--- src/rtl/apb2axi_read_engine_if.sv ---
// AXI read address + read data channels of the read engine.
// master: engine side (drives AR, rready); slave: fabric side (drives arready, R).
interface apb2axi_read_engine_if #(
  parameter int AXI_ADDR_W = 32,
  parameter int AXI_DATA_W = 64,
  parameter int AXI_ID_W   = 4
);
  logic [AXI_ID_W-1:0]   arid;
  logic [AXI_ADDR_W-1:0] araddr;
  logic [3:0]            arlen;
  logic [2:0]            arsize;
  logic [1:0]            arburst;
  logic                  arlock;
  logic [3:0]            arcache;
  logic [2:0]            arprot;
  logic                  arvalid;
  logic                  arready;

  logic [AXI_ID_W-1:0]   rid;
  logic [AXI_DATA_W-1:0] rdata;
  logic [1:0]            rresp;
  logic                  rlast;
  logic                  rvalid;
  logic                  rready;

  modport master (
    output arid, araddr, arlen, arsize, arburst,
    output arlock, arcache, arprot, arvalid,
    input  arready,
    input  rid, rdata, rresp, rlast, rvalid,
    output rready
  );

  modport slave (
    input  arid, araddr, arlen, arsize, arburst,
    input  arlock, arcache, arprot, arvalid,
    output arready,
    output rid, rdata, rresp, rlast, rvalid,
    input  rready
  );
endinterface

--- src/rtl/apb2axi_read_engine.sv ---
// Pops read entries, issues AXI AR bursts, tracks per-tag beats, streams R as completions.
// Ports: aclk/aresetn, rd_pop_*, axi (master), cpl_*, outst_cnt, drop_pulse, proto_err.
module apb2axi_read_engine #(
  parameter int AXI_ADDR_W   = 32,
  parameter int AXI_DATA_W   = 64,
  parameter int AXI_ID_W     = 4,
  parameter int MAX_OUTST    = 4,
  parameter int FIFO_ENTRY_W = AXI_ID_W + AXI_ADDR_W + 10
) (
  input  logic                              aclk,
  input  logic                              aresetn,

  input  logic                              rd_pop_valid,
  input  logic [FIFO_ENTRY_W-1:0]           rd_pop_data,
  output logic                              rd_pop_ready,

  apb2axi_read_engine_if.master             axi,

  output logic                              cpl_valid,
  input  logic                              cpl_ready,
  output logic [AXI_ID_W-1:0]               cpl_tag,
  output logic [AXI_DATA_W-1:0]             cpl_data,
  output logic [1:0]                        cpl_resp,
  output logic                              cpl_last,
  output logic                              cpl_err,

  output logic [$clog2(MAX_OUTST+1)-1:0]    outst_cnt,
  output logic                              drop_pulse,
  output logic                              proto_err
);

  localparam int NT    = 2 ** AXI_ID_W;
  localparam int CNT_W = $clog2(MAX_OUTST + 1);
  localparam logic [CNT_W-1:0] MAXC = CNT_W'(MAX_OUTST);

  typedef struct packed {
    logic [AXI_ID_W-1:0]   tag;
    logic [AXI_ADDR_W-1:0] addr;
    logic [3:0]            len;
    logic [2:0]            size;
    logic [1:0]            burst;
    logic                  is_write;
  } directory_entry_t;

  directory_entry_t ent;
  assign ent = rd_pop_data;

  logic                  arvalid_q, arvalid_d;
  logic [AXI_ID_W-1:0]   arid_q, arid_d;
  logic [AXI_ADDR_W-1:0] araddr_q, araddr_d;
  logic [3:0]            arlen_q, arlen_d;
  logic [2:0]            arsize_q, arsize_d;
  logic [1:0]            arburst_q, arburst_d;

  logic [NT-1:0] busy_q, busy_d;
  logic [NT-1:0] err_q, err_d;
  logic [4:0]    exp_q [NT];
  logic [4:0]    exp_d [NT];
  logic [4:0]    cnt_q [NT];
  logic [4:0]    cnt_d [NT];

  logic [CNT_W-1:0] outst_q, outst_d;
  logic drop_q, proto_q;

  logic ar_hs, ar_free, accept, drop;
  logic rid_busy, r_hs, beat_acc, stray, retire;
  logic beat_bad, r_nok;
  logic [4:0] beat_n;

  assign ar_hs   = arvalid_q && axi.arready;
  assign ar_free = !arvalid_q || axi.arready;

  assign accept = rd_pop_valid && !ent.is_write && ar_free
               && (outst_q < MAXC) && !busy_q[ent.tag];
  assign drop   = rd_pop_valid && ent.is_write;
  assign rd_pop_ready = accept || drop;

  // Known tags are forwarded with zero latency; unknown ones are sunk.
  assign rid_busy  = busy_q[axi.rid];
  assign axi.rready = rid_busy ? cpl_ready : 1'b1;
  assign r_hs      = axi.rvalid && axi.rready;
  assign beat_acc  = r_hs && rid_busy;
  assign stray     = r_hs && !rid_busy;
  assign retire    = beat_acc && axi.rlast;
  assign r_nok     = axi.rresp != 2'b00;

  // Saturate so a runaway burst cannot wrap back to a legal count.
  assign beat_n = (cnt_q[axi.rid] == 5'd31) ? 5'd31
                : cnt_q[axi.rid] + 5'd1;

  assign beat_bad = axi.rlast ? (beat_n != exp_q[axi.rid])
                              : (beat_n > exp_q[axi.rid]);

  assign cpl_valid = axi.rvalid && rid_busy;
  assign cpl_tag   = axi.rid;
  assign cpl_data  = axi.rdata;
  assign cpl_resp  = axi.rresp;
  assign cpl_last  = axi.rlast;
  assign cpl_err   = axi.rlast && (err_q[axi.rid] || r_nok);

  always_comb begin
    arvalid_d = arvalid_q;
    arid_d    = arid_q;
    araddr_d  = araddr_q;
    arlen_d   = arlen_q;
    arsize_d  = arsize_q;
    arburst_d = arburst_q;
    if (accept) begin
      arvalid_d = 1'b1;
      arid_d    = ent.tag;
      araddr_d  = ent.addr;
      arlen_d   = ent.len;
      arsize_d  = ent.size;
      arburst_d = ent.burst;
    end else if (ar_hs) begin
      arvalid_d = 1'b0;
    end
  end

  // Accept and beat always touch different tags: an accepted tag is idle.
  always_comb begin
    busy_d = busy_q;
    err_d  = err_q;
    exp_d  = exp_q;
    cnt_d  = cnt_q;
    if (accept) begin
      busy_d[ent.tag] = 1'b1;
      err_d[ent.tag]  = 1'b0;
      exp_d[ent.tag]  = {1'b0, ent.len} + 5'd1;
      cnt_d[ent.tag]  = 5'd0;
    end
    if (beat_acc) begin
      cnt_d[axi.rid] = beat_n;
      err_d[axi.rid] = err_q[axi.rid] || r_nok;
      if (axi.rlast) busy_d[axi.rid] = 1'b0;
    end
  end

  always_comb begin
    outst_d = outst_q;
    if (accept && !retire) outst_d = outst_q + 1'b1;
    if (!accept && retire) outst_d = outst_q - 1'b1;
  end

  always_ff @(posedge aclk or negedge aresetn) begin
    if (!aresetn) begin
      arvalid_q <= 1'b0;
      arid_q    <= '0;
      araddr_q  <= '0;
      arlen_q   <= '0;
      arsize_q  <= '0;
      arburst_q <= '0;
      busy_q    <= '0;
      err_q     <= '0;
      for (int i = 0; i < NT; i++) begin
        exp_q[i] <= '0;
        cnt_q[i] <= '0;
      end
      outst_q <= '0;
      drop_q  <= 1'b0;
      proto_q <= 1'b0;
    end else begin
      arvalid_q <= arvalid_d;
      arid_q    <= arid_d;
      araddr_q  <= araddr_d;
      arlen_q   <= arlen_d;
      arsize_q  <= arsize_d;
      arburst_q <= arburst_d;
      busy_q    <= busy_d;
      err_q     <= err_d;
      exp_q     <= exp_d;
      cnt_q     <= cnt_d;
      outst_q   <= outst_d;
      drop_q    <= drop;
      proto_q   <= stray || (beat_acc && beat_bad);
    end
  end

  assign axi.arvalid = arvalid_q;
  assign axi.arid    = arid_q;
  assign axi.araddr  = araddr_q;
  assign axi.arlen   = arlen_q;
  assign axi.arsize  = arsize_q;
  assign axi.arburst = arburst_q;
  assign axi.arlock  = 1'b0;
  assign axi.arcache = 4'b0011;
  assign axi.arprot  = 3'b000;

  assign outst_cnt  = outst_q;
  assign drop_pulse = drop_q;
  assign proto_err  = proto_q;

endmodule
--- src/flat_wrapper.sv ---
// flat-port wrapper written by rule: the top's interface ports become plain ports
module apb2axi_read_engine_flat 
#(
  parameter int AXI_ADDR_W   = 32,
  parameter int AXI_DATA_W   = 64,
  parameter int AXI_ID_W     = 4,
  parameter int MAX_OUTST    = 4,
  parameter int FIFO_ENTRY_W = AXI_ID_W + AXI_ADDR_W + 10
)
  (aclk, aresetn, rd_pop_valid, rd_pop_data, rd_pop_ready, cpl_valid, cpl_ready, cpl_tag, cpl_data, cpl_resp, cpl_last, cpl_err, outst_cnt, drop_pulse, proto_err, axi_arid, axi_araddr, axi_arlen, axi_arsize, axi_arburst, axi_arlock, axi_arcache, axi_arprot, axi_arvalid, axi_arready, axi_rid, axi_rdata, axi_rresp, axi_rlast, axi_rvalid, axi_rready);
  apb2axi_read_engine_if #(.AXI_ADDR_W(AXI_ADDR_W), .AXI_DATA_W(AXI_DATA_W), .AXI_ID_W(AXI_ID_W)) axi_i ();
  input  logic aclk;
  input  logic aresetn;
  input  logic rd_pop_valid;
  input  logic [FIFO_ENTRY_W-1:0] rd_pop_data;
  output logic rd_pop_ready;
  output logic cpl_valid;
  input  logic cpl_ready;
  output logic [AXI_ID_W-1:0] cpl_tag;
  output logic [AXI_DATA_W-1:0] cpl_data;
  output logic [1:0] cpl_resp;
  output logic cpl_last;
  output logic cpl_err;
  output logic [$clog2(MAX_OUTST+1)-1:0] outst_cnt;
  output logic drop_pulse;
  output logic proto_err;
  output wire logic [$bits(axi_i.arid)-1:0] axi_arid;
  output wire logic [$bits(axi_i.araddr)-1:0] axi_araddr;
  output wire logic [$bits(axi_i.arlen)-1:0] axi_arlen;
  output wire logic [$bits(axi_i.arsize)-1:0] axi_arsize;
  output wire logic [$bits(axi_i.arburst)-1:0] axi_arburst;
  output wire logic [$bits(axi_i.arlock)-1:0] axi_arlock;
  output wire logic [$bits(axi_i.arcache)-1:0] axi_arcache;
  output wire logic [$bits(axi_i.arprot)-1:0] axi_arprot;
  output wire logic [$bits(axi_i.arvalid)-1:0] axi_arvalid;
  input wire logic [$bits(axi_i.arready)-1:0] axi_arready;
  input wire logic [$bits(axi_i.rid)-1:0] axi_rid;
  input wire logic [$bits(axi_i.rdata)-1:0] axi_rdata;
  input wire logic [$bits(axi_i.rresp)-1:0] axi_rresp;
  input wire logic [$bits(axi_i.rlast)-1:0] axi_rlast;
  input wire logic [$bits(axi_i.rvalid)-1:0] axi_rvalid;
  output wire logic [$bits(axi_i.rready)-1:0] axi_rready;
  assign axi_arid = axi_i.arid;
  assign axi_araddr = axi_i.araddr;
  assign axi_arlen = axi_i.arlen;
  assign axi_arsize = axi_i.arsize;
  assign axi_arburst = axi_i.arburst;
  assign axi_arlock = axi_i.arlock;
  assign axi_arcache = axi_i.arcache;
  assign axi_arprot = axi_i.arprot;
  assign axi_arvalid = axi_i.arvalid;
  assign axi_i.arready = axi_arready;
  assign axi_i.rid = axi_rid;
  assign axi_i.rdata = axi_rdata;
  assign axi_i.rresp = axi_rresp;
  assign axi_i.rlast = axi_rlast;
  assign axi_i.rvalid = axi_rvalid;
  assign axi_rready = axi_i.rready;
  apb2axi_read_engine #(.AXI_ADDR_W(AXI_ADDR_W), .AXI_DATA_W(AXI_DATA_W), .AXI_ID_W(AXI_ID_W), .MAX_OUTST(MAX_OUTST), .FIFO_ENTRY_W(FIFO_ENTRY_W)) u_core (.aclk(aclk), .aresetn(aresetn), .rd_pop_valid(rd_pop_valid), .rd_pop_data(rd_pop_data), .rd_pop_ready(rd_pop_ready), .axi(axi_i), .cpl_valid(cpl_valid), .cpl_ready(cpl_ready), .cpl_tag(cpl_tag), .cpl_data(cpl_data), .cpl_resp(cpl_resp), .cpl_last(cpl_last), .cpl_err(cpl_err), .outst_cnt(outst_cnt), .drop_pulse(drop_pulse), .proto_err(proto_err));
endmodule
--- config.mk ---
export PLATFORM = sky130hd
export DESIGN_NAME = apb2axi_read_engine_flat
export DESIGN_NICKNAME = d
export VERILOG_FILES = /design/src/rtl/apb2axi_read_engine_if.sv /design/src/rtl/apb2axi_read_engine.sv /design/src/flat_wrapper.sv
export SDC_FILE = /design/constraint.sdc
export NUM_CORES = 1
export LEC_CHECK = 0
export BUFFER_PORTS_ARGS = -buffer_cell sky130_fd_sc_hd__buf_2
export CAP_MARGIN = 10
export CORE_AREA = 2 2 157 159
export CTS_CLUSTER_SIZE = 24
export DETAILED_ROUTE_END_ITERATION = 8
export DIE_AREA = 0 0 159 161
export PLACE_DENSITY = 0.77
export SLEW_MARGIN = 20
export SYNTH_ARGS = -nofsm -noshare
export SYNTH_HDL_FRONTEND = slang
export SYNTH_SLANG_ARGS = --single-unit
--- constraint.sdc ---
create_clock -name aclk -period 3.16 [get_ports aclk]
set_input_delay 0.632 -clock aclk [delete_from_list [all_inputs] [get_ports aclk]]
set_output_delay 0.632 -clock aclk [all_outputs]
set_load 0.005 [all_outputs]
==> summary.md, run 1 <==
| Metric | Value |
|---|---|
| Status | finished clean |
| Clock latency on the worst-skew pair | 0.54 ns |
| Max Slew Vio Count | 0 |
| Synth Area in XOR/XNOR | 0.00370 |
| Initial antenna violation count | 1 |
| Adder-cell share of the synthesized area | 0.0102 |
| Core footprint | 0.0240 mm^2 |
| Die width | 159 um |
| Complex-gate fraction of the synthesized area | 0.0981 |
| Root buf cell | clkbuf_16 |
| Peak VDD IR | 0.402 mV |
| Share of cells above drive strength 1 | 0.370 |
| #FFs+latches synth | ~240 |
| Die Footprint | 0.0256 mm^2 |
| Largest net degree at the start of global routing | 74 |
| GRT Total Usage | 0.249 |
| Worst Hold Class | input port to async pin |
| DRC viols | 0 |
| CTS Buf Count | 27 |
| PwrDens | approximately 670 mW/mm^2 |
| Vias in the first global route | 8761 |
| Via-per-instance ratio | 5.91 |
| Crit path DAT | ~2.5 ns |
| Main combinational cell family by area after synthesis | multiplexers |
| Die H | 161 um |
| Setup violations, final | 0 |
| Synth async-reset ratio | 1.00 |
| Clock Pin Slew Worst Setup and Hold Paths | ~0.050 ns |
| Clk buf depth | 3 |
| Peak Freq | 323 MHz |
| Initial DRC count | just under 800 |
| TritonCTS clock tree | done |
| DRT Wirelength | 31700 um |
| CP Capture Type | output port |
| Critical path launch point type | flop |
| Synth Instances | around 1000 |
| Drt pass-1 iters | 5 |
| First-pass GRT wire length | 49900 um |
| Least-Margin Pin Slew | 0.667 ns |
| Most frequent cells in the layout | dfrtp_1 (243), o21ai_0 (132), buf_2 (117) |
| Hold Fails Final Rpt | 0 |
| RSZ-0062 raised after global routing | true |
| Max Cap Viol | 0 |
| Critical path type | flop to output port |
| Initial core utilization | 0.494 |
| Ys flop type | dfrtp_1 |
| Area share of and/or/nand/nor cells after synthesis | 0.102 |
| Routed WL per cell | 21.7 um |
| Total power | approximately 9.3 mW |
| Post-route insts no fill | between 1000 and 1500 |
| Total Neg Setup Slack | 0 ns |
| Worst Skew | roughly 0.015 ns |
| YS warnings | 0 |
| Reg2reg start | u_core.cnt_q[40]$_DFF_PN0_ |
| Area added between synthesis and finish | 16.9% |
| Register area share after synthesis | 0.514 |
| Final Cycle Share | 0.979 |
| Crit path launch | u_core.err_q[7]$_DFF_PN0_ |
| IO Count | 257 |
| Post-DP HPWL | 21900 um |
| Fillers | 1961 |
| Clock net sink count | 243 |
| Synth cell types | between 40 and 50 |
| Final critical-path required period | 3.09 ns |
| WP data required | 2.53 ns |
| Worst slew margin | 0.552 |
| GR Overflow Total | 0 |
| Leak | 6.33 nW |
| Placed instance count | 1402 |
| Worst-path fanout max | 2 |
| I/O Buffers | 120 |
| Syn_area_per_cell | 11.7 um^2 |
| CTS HTree Levels | 1 |
| Netlist Area Pre-Place | 0.0118 mm^2 |
| Mux cell area share after synthesis | 0.177 |
| Fin nets | 1248 |
| Row count | 57 |
| Antenna-violating nets left | 0 |
| Placer Congestion | 0.965 |
| Commonest non-fill, non-tap cell in the layout | dfrtp_1 |
| Via count | 8626 |
| Number of synthesized flops with an enable pin | 0 |
-- synthesized netlist by cell type, types with 2 or more instances --
master / count / area, um^2
mux2i_1: 4 / 40.0
o21ai_2: 10 / 87.6
ha_1: 8 / 100
buf_4: 87 / 653
dfrtp_1: 243 / 6080
inv_1: 29 / 109
and4_1: 2 / 17.5
or2_2: 2 / 12.5
nor2b_1: 7 / 43.8
o21ai_1: 19 / 95.1
a22oi_1: 6 / 45.0
o21a_1: 4 / 30.0
mux2_2: 56 / 631
buf_6: 9 / 101
conb_1: 2 / 7.51
and2_1: 7 / 43.8
nor2_1: 7 / 26.3
clkbuf_1: 30 / 113
nor4b_2: 3 / 45.0
mux2_1: 8 / 90.1
a32oi_1: 16 / 140
nor4bb_1: 2 / 20.0
buf_2: 29 / 145
xor2_1: 3 / 26.3
nand2_1: 98 / 368
nor3b_2: 2 / 25.0
nand2b_1: 4 / 25.0
nand3_1: 103 / 515
mux4_2: 59 / 1330
xnor2_1: 2 / 17.5
o21ai_0: 132 / 661
-- critical path, stage by stage (launching register included) --
cell and delay [ns]:
dfrtp_1 0.38, mux4_2 0.53, mux2i_2 0.22, nor2_1 0.10, a2111oi_4 0.34, buf_4 0.20
nor2b_1 0.04, buf_2 0.12
-- area by class of cell --
cell class | count | area, um^2 | area share
diodes | 1 | 2.50 | 0.000181
clock buffers | 36 | 769 | 0.0557
clock inverters | 12 | 174 | 0.0126
repair buffers | 226 | 1570 | 0.113
flip-flops and latches | 243 | 6080 | 0.440
inverters | 29 | 109 | 0.00787
multi-input cells | 589 | 4720 | 0.341
well taps | 324 | 405 | 0.0293
-- timing repair --
action | in CTS | in global routing
setup buffers | 8 | 2
hold buffers | 0 | 0
setup endpoints to repair | 5 | 2
pin swaps | 0 | 7
resized for setup | 15 | 9
-- through the flow --
step	utilization	hold slack [ns]	instance area, um^2	worst slack [ns]
after floorplan	-	0.336	11900	-0.465
after global placement	0.530	0.458	12700	-0.516
after detailed placement	0.530	0.469	12700	-0.570
after CTS	0.575	0.0870	13800	0.0120
after global routing	0.577	0.115	13800	-0.0241
final	0.577	0.0786	13800	0.0671
-- report_power, final --
part	total (mW)	leakage, nW	switching, mW	internal (mW)
sequential	4.07	3.19	0.350	3.72
combinational	1.92	2.68	0.913	1.00
clock	3.30	0.465	1.27	2.03
-- sequential cells by signal, summed over array words and instances (netlist names) --
signal / count
u_core.axi.arburst: 2
u_core.cnt_q: 80
u_core.outst_cnt: 3
u_core.drop_pulse: 1
u_core.proto_err: 1
u_core.axi.araddr: 32
u_core.busy_q: 16
u_core.err_q: 16
u_core.exp_q: 80
u_core.axi.arvalid: 1
u_core.axi.arlen: 4
u_core.axi.arid: 4
u_core.axi.arsize: 3
-- kinds of logic after synthesis --
| family | Yosys count |
|---|---|
| other | 2 |
| and+or+nand+nor | 245 |
| AOI/OAI and AO/OA | 195 |
| adders and majority gates | 9 |
| muxes | 127 |
| buffers and inverters | 185 |
| xor gates and xnor gates | 5 |
| DFF | 243 |
-- worst paths after layout --
check	end	cells past startpoint	slack (ns)
max in group asynchronous	u_core.axi.araddr[15]$_DFFE_PN0P_	2	2.26
worst min register to register	u_core.exp_q[54]$_DFFE_PN0P_	2	0.48
worst max register to register	u_core.proto_err$_DFF_PN0_	15	0.07
min in group aclk	u_core.axi.arburst[0]$_DFFE_PN0P_	2	0.31
worst min-delay path	u_core.cnt_q[75]$_DFF_PN0_	1	0.08
worst max-delay path	cpl_err	7	0.07
-- layer usage --
metal,part of all wire,vias to the layer above,wire length (um),track usage
li1,-,3730,-,-
met4,0.034,0,1090,0.0967
met5,0,-,0,0
met2,0.48,452,15200,0.389
met3,0.099,88,3130,0.0709
met1,0.39,4356,12300,0.333
(Power assumes the default switching activity.)
==> inputs of run 2 (changes only) <==
GPL_TIMING_DRIVEN = 1   (was not set)
PLACE_DENSITY = not set   (was 0.77)
PLACE_DENSITY_LB_ADDON = 0.25   (was not set)
==> summary.md, run 2 (synthesis gave the netlist of run 1 again) <==
| Metric | Value |
|---|---|
| Total Neg Setup Slack | 0 ns (unchanged) |
| Worst slew margin | 0.382 (was 0.552) |
| Register area | 0.00608 mm^2 (unchanged) |
| Clock Pin Slew Worst Setup and Hold Paths | 0.05 ns (about the same) |
| Antenna diode instance count | 0 (was 1) |
| Initial antenna violation count | 0 (was 1) |
| Crit path DAT | 2.45 ns (was 2.46 ns) |
| Critical path type | input port to output port (was flop to output port) |
| Max Slew Vio Count | 0 (unchanged) |
| Placer Congestion | 0.892 (was 0.965) |
| First-pass GRT wire length | 48300 um (was 49900 um) |
| Setup violations, final | 0 (unchanged) |
| I/O Buffers | 120 (unchanged) |
| Largest net degree at the start of global routing | 71 (was 74) |
| Crit path launch | axi_rid[0] (was u_core.err_q[7]$_DFF_PN0_) |
| Final Cycle Share | 0.974 (was 0.979) |
| Die H | 161 um (unchanged) |
| Row count | 57 (unchanged) |
| FF-to-FF End | u_core.proto_err$_DFF_PN0_ (unchanged) |
| Clock latency on the worst-skew pair | 0.53 ns (was 0.54 ns) |
| Core footprint | 0.0240 mm^2 (unchanged) |
| CP Capture Type | output port (unchanged) |
| DRT Wirelength | 30100 um (was 31700 um) |
| Leak | 6.26 nW (was 6.33 nW) |
| Max Cap Viol | 0 (unchanged) |
| Drt pass-1 iters | 6 (was 5) |
| Root buf cell | clkbuf_16 (unchanged) |
| Clock net sink count | 243 (unchanged) |
| Routed WL per cell | 20.8 um (was 21.7 um) |
| Hold Fails Final Rpt | 0 (unchanged) |
| Critical path launch point type | input port (was flop) |
| CTS HTree Levels | 1 (unchanged) |
| Final core occ | 0.572 (was 0.577) |
| DRC viols | 0 (unchanged) |
| Hold buffer count at CTS | 0 (unchanged) |
| WP data required | 2.53 ns (about the same) |
| CTS Buf Count | 27 (unchanged) |
| Worst Hold Class | input port to async pin (unchanged) |
| Post-DP HPWL | 21400 um (was 21900 um) |
| Die Footprint | 0.0256 mm^2 (unchanged) |
| Via count | 8143 (was 8626) |
| Initial DRC count | 626 (was 792) |
| Peak VDD IR | 0.427 mV (was 0.402 mV) |
| Antenna-violating nets left | 0 (unchanged) |
| Area added between synthesis and finish | 15.9% (was 16.9%) |
| IO Count | 257 (unchanged) |
| Status | finished clean (unchanged) |
| Via-per-instance ratio | 5.63 (was 5.91) |
| Reg2reg start | u_core.cnt_q[48]$_DFF_PN0_ (was u_core.cnt_q[40]$_DFF_PN0_) |
| Fillers | 2034 (was 1961) |
| Commonest non-fill, non-tap cell in the layout | dfrtp_1 (unchanged) |
| Peak Freq | 325 MHz (was 323 MHz) |
| Share of cells above drive strength 1 | 0.361 (was 0.370) |
| Final critical-path required period | 3.08 ns (was 3.09 ns) |
| R2R setup slack | 0.13 ns (was 0.07 ns) |
| TritonCTS clock tree | done (unchanged) |
| Total setup buffers inserted after CTS | 0 (was 8) |
| PwrDens | 670 mW/mm^2 (was 672 mW/mm^2) |
| Fin nets | 1236 (was 1248) |
| Worst-path fanout max | 19 (was 2) |
| Least-Margin Pin Slew | 0.919 ns (was 0.667 ns) |
| Worst Skew | 0.0165 ns (was 0.0145 ns) |
| Die width | 159 um (unchanged) |
| Most frequent cells in the layout | dfrtp_1 (243), o21ai_0 (132), buf_2 (117) (unchanged) |
| Worst Setup EP | cpl_valid (was cpl_err) |
| Clk buf depth | 3 (unchanged) |
| Multi-input combinational cell area | 0.00472 mm^2 (about the same) |
| Total power | 9.18 mW (was 9.29 mW) |
| GR Overflow Total | 0 (unchanged) |
| Worst R2R Path Depth | 13 (was 15) |
| GRT Total Usage | 0.240 (was 0.249) |
| Vias in the first global route | 8424 (was 8761) |
| Initial core utilization | 0.494 (unchanged) |
run 2: changes by cell type in the layout (fill, tap and decap cells not counted), sizes merged:
cell,delta
buf,-12
clkinv,-1
diode,-1
run 2: repair_timing:
item,CTS,global route
gates resized for setup,10,4
pin swaps,1,3
endpoints found under the setup margin,4,3
hold endpoints to repair,0,0
run 2: layout make-up:
| type | count | share of cell area |
|---|---|---|
| Sequential cell | 243 | 0.444 |
| Multi-Input combinational cell | 589 | 0.344 |
| Timing Repair Buffer | 214 | 0.108 |
| Clock buffer | 36 | 0.0554 |
| Tap cell | 324 | 0.0296 |
| Clock inverter | 11 | 0.0118 |
| Inverter | 29 | 0.00794 |
run 2: stage by stage:
step / hold WS [ns] / worst slack, ns / instance area, um^2 / cells
floorplan: 0.336 / -0.465 / 11900 / 1017
global placement: 0.456 / -0.568 / 12700 / 1401
detailed placement: 0.466 / -0.615 / 12700 / 1401
CTS: 0.0951 / 0.0160 / 13700 / 1446
global route: 0.106 / -0.0164 / 13700 / 1446
finish: 0.0662 / 0.0807 / 13700 / 1446
run 2: critical path, stage by stage:
cell    delay [ns]
buf_16        0.16
buf_12        0.17
mux4_2        0.51
mux4_2        0.51
buf_4         0.17
and2_1        0.15
buf_2         0.12
run 2: worst min-delay path by stage:
| stage | cells past startpoint | to | start | slack [ns] |
|---|---|---|---|---|
| after floorplan | 0 | u_core.axi.araddr[0]$_DFFE_PN0P_ | aresetn | 0.34 |
| after global placement | 2 | u_core.exp_q[9]$_DFFE_PN0P_ | u_core.exp_q[9]$_DFFE_PN0P_ | 0.46 |
| after detailed placement | 2 | u_core.exp_q[9]$_DFFE_PN0P_ | u_core.exp_q[9]$_DFFE_PN0P_ | 0.47 |
| after CTS | 1 | u_core.cnt_q[40]$_DFF_PN0_ | aresetn | 0.1 |
| after global routing | 1 | u_core.err_q[1]$_DFF_PN0_ | aresetn | 0.11 |
| final | 1 | u_core.err_q[1]$_DFF_PN0_ | aresetn | 0.07 |
run 2: power breakdown:
| group | internal, mW | switching (mW) |
|---|---|---|
| clock network | 2.00 | 1.25 |
| logic | 0.994 | 0.882 |
| registers | 3.72 | 0.325 |
| total | 6.71 | 2.46 |
run 2: routing by layer:
layer  global-route usage  vias up  wire length, um
met3               0.0611       72             2290
met2                0.376      298            14200
met5                    0        -                0
li1                     -     3705                -
met1                0.333     4068            12700
met4               0.0785        0             1020
==> inputs of run 3 (changes only) <==
CELL_PAD_IN_SITES_DETAIL_PLACEMENT = 0   (was not set)
CELL_PAD_IN_SITES_GLOBAL_PLACEMENT = 1   (was not set)
CORE_AREA = 2 2 169 171   (was 2 2 157 159)
DIE_AREA = 0 0 171 173   (was 0 0 159 161)
GPL_ROUTABILITY_DRIVEN = 1   (was not set)
clock period = 3.1 ns   (was 3.16 ns; I/O delays follow)
==> summary.md, run 3 (synthesis gave the netlist of run 1 again) <==
| Metric | Value |
|---|---|
| Initial core utilization | 0.428 (was 0.494) |
| Clock net sink count | 243 (unchanged) |
| CTS HTree Levels | 1 (unchanged) |
| Final core occ | 0.509 (was 0.572) |
| Critical-path cell list | buf_8, buf_6, buf_8, buf_12, mux4_2, mux4_2, buf_4, and2_1, buf_2 (was buf_16, buf_12, mux4_2, mux4_2, buf_4, and2_1, buf_2) |
| Setup violations, final | 0 (unchanged) |
| Drt pass-1 iters | 5 (was 6) |
| GRT Total Usage | 0.224 (was 0.240) |
| RSZ-0062 raised after global routing | true |
| Least-Margin Pin Slew | 0.683 ns (was 0.919 ns) |
| Worst Skew | 0.0103 ns (was 0.0165 ns) |
| WP data required | 2.48 ns (was 2.53 ns) |
| Register area | 0.00608 mm^2 (unchanged) |
| Post-route cell area | 0.0141 mm^2 (was 0.0137 mm^2) |
| Status | finished clean (unchanged) |
| Worst-path fanout max | 12 (was 19) |
| Hold buffer count at CTS | 0 (unchanged) |
| PwrDens | 667 mW/mm^2 (was 670 mW/mm^2) |
| Buf/Inv on CP | 6 (was 4) |
| TritonCTS clock tree | done (unchanged) |
| Largest net degree at the start of global routing | 81 (was 71) |
| Via count | 8143 (unchanged) |
| Row count | 61 (was 57) |
| Initial antenna violation count | 0 (unchanged) |
| Die Footprint | 0.0296 mm^2 (was 0.0256 mm^2) |
| Leak | 6.42 nW (was 6.26 nW) |
| CTS Buf Count | 28 (was 27) |
| Slowest Stage Delay on Critical Path | 0.51 ns (about the same) |
| Placer Congestion | 0.846 (was 0.892) |
| Critical path launch point type | input port (unchanged) |
| Share of cells above drive strength 1 | 0.374 (was 0.361) |
| Most frequent cells in the layout | dfrtp_1 (243), o21ai_0 (132), buf_2 (117) (unchanged) |
| Final Cycle Share | 0.983 |
| GR Overflow Total | 0 (unchanged) |
| Clock latency on the worst-skew pair | 0.54 ns (was 0.53 ns) |
| DRC viols | 0 (unchanged) |
| Max Cap Viol | 0 (unchanged) |
| CP top delay family | buffers and inverters (was multiplexers) |
| Slowest library cell on the worst path | mux4_2 (unchanged) |
| Area added between synthesis and finish | 18.8% (was 15.9%) |
| Critical path type | input port to output port (unchanged) |
| Hold Fails Final Rpt | 0 (unchanged) |
| Worst slew margin | 0.545 (was 0.382) |
| CP Capture Type | output port (unchanged) |
| Fillers | 2515 (was 2034) |
| Clk buf depth | 3 (unchanged) |
| Die width | 171 um (was 159 um) |
| Initial DRC count | 635 (was 626) |
| Commonest non-fill, non-tap cell in the layout | dfrtp_1 (unchanged) |
| Peak Freq | 328 MHz |
| Clock Pin Slew Worst Setup and Hold Paths | 0.06 ns (was 0.05 ns) |
| Routed WL per cell | 21.3 um (was 20.8 um) |
| First-pass GRT wire length | 50600 um (was 48300 um) |
| Vias in the first global route | 8310 (was 8424) |
| Core footprint | 0.0276 mm^2 (was 0.0240 mm^2) |
| Root buf cell | clkbuf_16 (unchanged) |
| Multi-input combinational cell area | 0.00473 mm^2 (was 0.00472 mm^2) |
| Dpl cell area | 0.0130 mm^2 (was 0.0127 mm^2) |
| Antenna diode instance count | 0 (unchanged) |
| DRT Wirelength | 32500 um (was 30100 um) |
| IO Count | 257 (unchanged) |
| Fin nets | 1266 (was 1236) |
| Via-per-instance ratio | 5.33 (was 5.63) |
| Peak VDD IR | 0.511 mV (was 0.427 mV) |
| Worst Hold Class | input port to async pin (unchanged) |
| Max Slew Vio Count | 0 (unchanged) |
| Post-DP HPWL | 22900 um (was 21400 um) |
| I/O Buffers | 120 (unchanged) |
| Crit path DAT | 2.43 ns (was 2.45 ns) |
| Die H | 173 um (was 161 um) |
| Antenna-violating nets left | 0 (unchanged) |
| Final critical-path required period | 3.05 ns |
run 3: cell count changes in the layout (fill, tap and decap cells not counted), sizes merged:
| cell | change |
|---|---|
| clkbuf | +6 |
| clkinv | -5 |
| inv | -1 |
| buf | +28 |
| bufinv | -2 |
| bufbuf | +1 |
run 3: where the power goes:
group | switching (mW) | internal, mW | total, mW
combinational | 0.920 | 1.05 | 1.97
clock | 1.28 | 2.00 | 3.28
sequential | 0.340 | 3.79 | 4.13
total | 2.54 | 6.84 | 9.38
run 3: what timing repair did:
action | 4_1_cts | 5_1_grt
setup endpoints to repair | 5 | 3
gates cloned | 1 | 0
buffers inserted | 7 | 4
pin swaps | 2 | 8
gates resized for setup | 17 | 5
run 3: cell type report:
cell class	count	area share
Timing Repair Buffer	243	0.126
Clock buffer	42	0.0594
Clock inverter	3	0.00481
Multi-Input combinational cell	589	0.336
Tap cell	378	0.0336
Inverter	29	0.00774
Sequential cell	243	0.433
run 3: worst paths after layout:
kind | slack (ns) | to | startpoint | depth (start not counted)
setup / recovery | 0.05 | cpl_valid | axi_rid[1] | 9
hold / removal | 0.1 | u_core.cnt_q[69]$_DFF_PN0_ | aresetn | 1
setup reg to reg | 0.07 | u_core.proto_err$_DFF_PN0_ | u_core.cnt_q[65]$_DFF_PN0_ | 15
hold reg to reg | 0.48 | u_core.exp_q[78]$_DFFE_PN0P_ | u_core.exp_q[78]$_DFFE_PN0P_ | 2
max in group asynchronous | 2.23 | u_core.axi.araddr[18]$_DFFE_PN0P_ | aresetn | 2
min in group aclk | 0.30 | u_core.axi.arburst[0]$_DFFE_PN0P_ | rd_pop_data[1] | 2
run 3: metal layers:
metal	wire, um	vias up	part of all wire	global-route usage
met4	814	0	0.025	0.0540
met3	1640	55	0.051	0.0419
met5	0	-	0	0
li1	-	3770	-	-
met1	14100	4098	0.43	0.310
met2	15900	220	0.49	0.366
run 3: stage by stage:
step	hold slack, ns	total power, mW	instances	TNS (ns)	setup slack, ns
after global placement	0.456	6.08	1471	-2.96	-0.595
after global routing	0.134	9.87	1527	-0.0509	-0.0456
final	0.0959	9.38	1527	0	0.0528
after CTS	0.113	9.46	1523	0	0.00771
after detailed placement	0.468	6.13	1471	-3.91	-0.713
after floorplan	0.324	5.31	1017	-0.513	-0.513
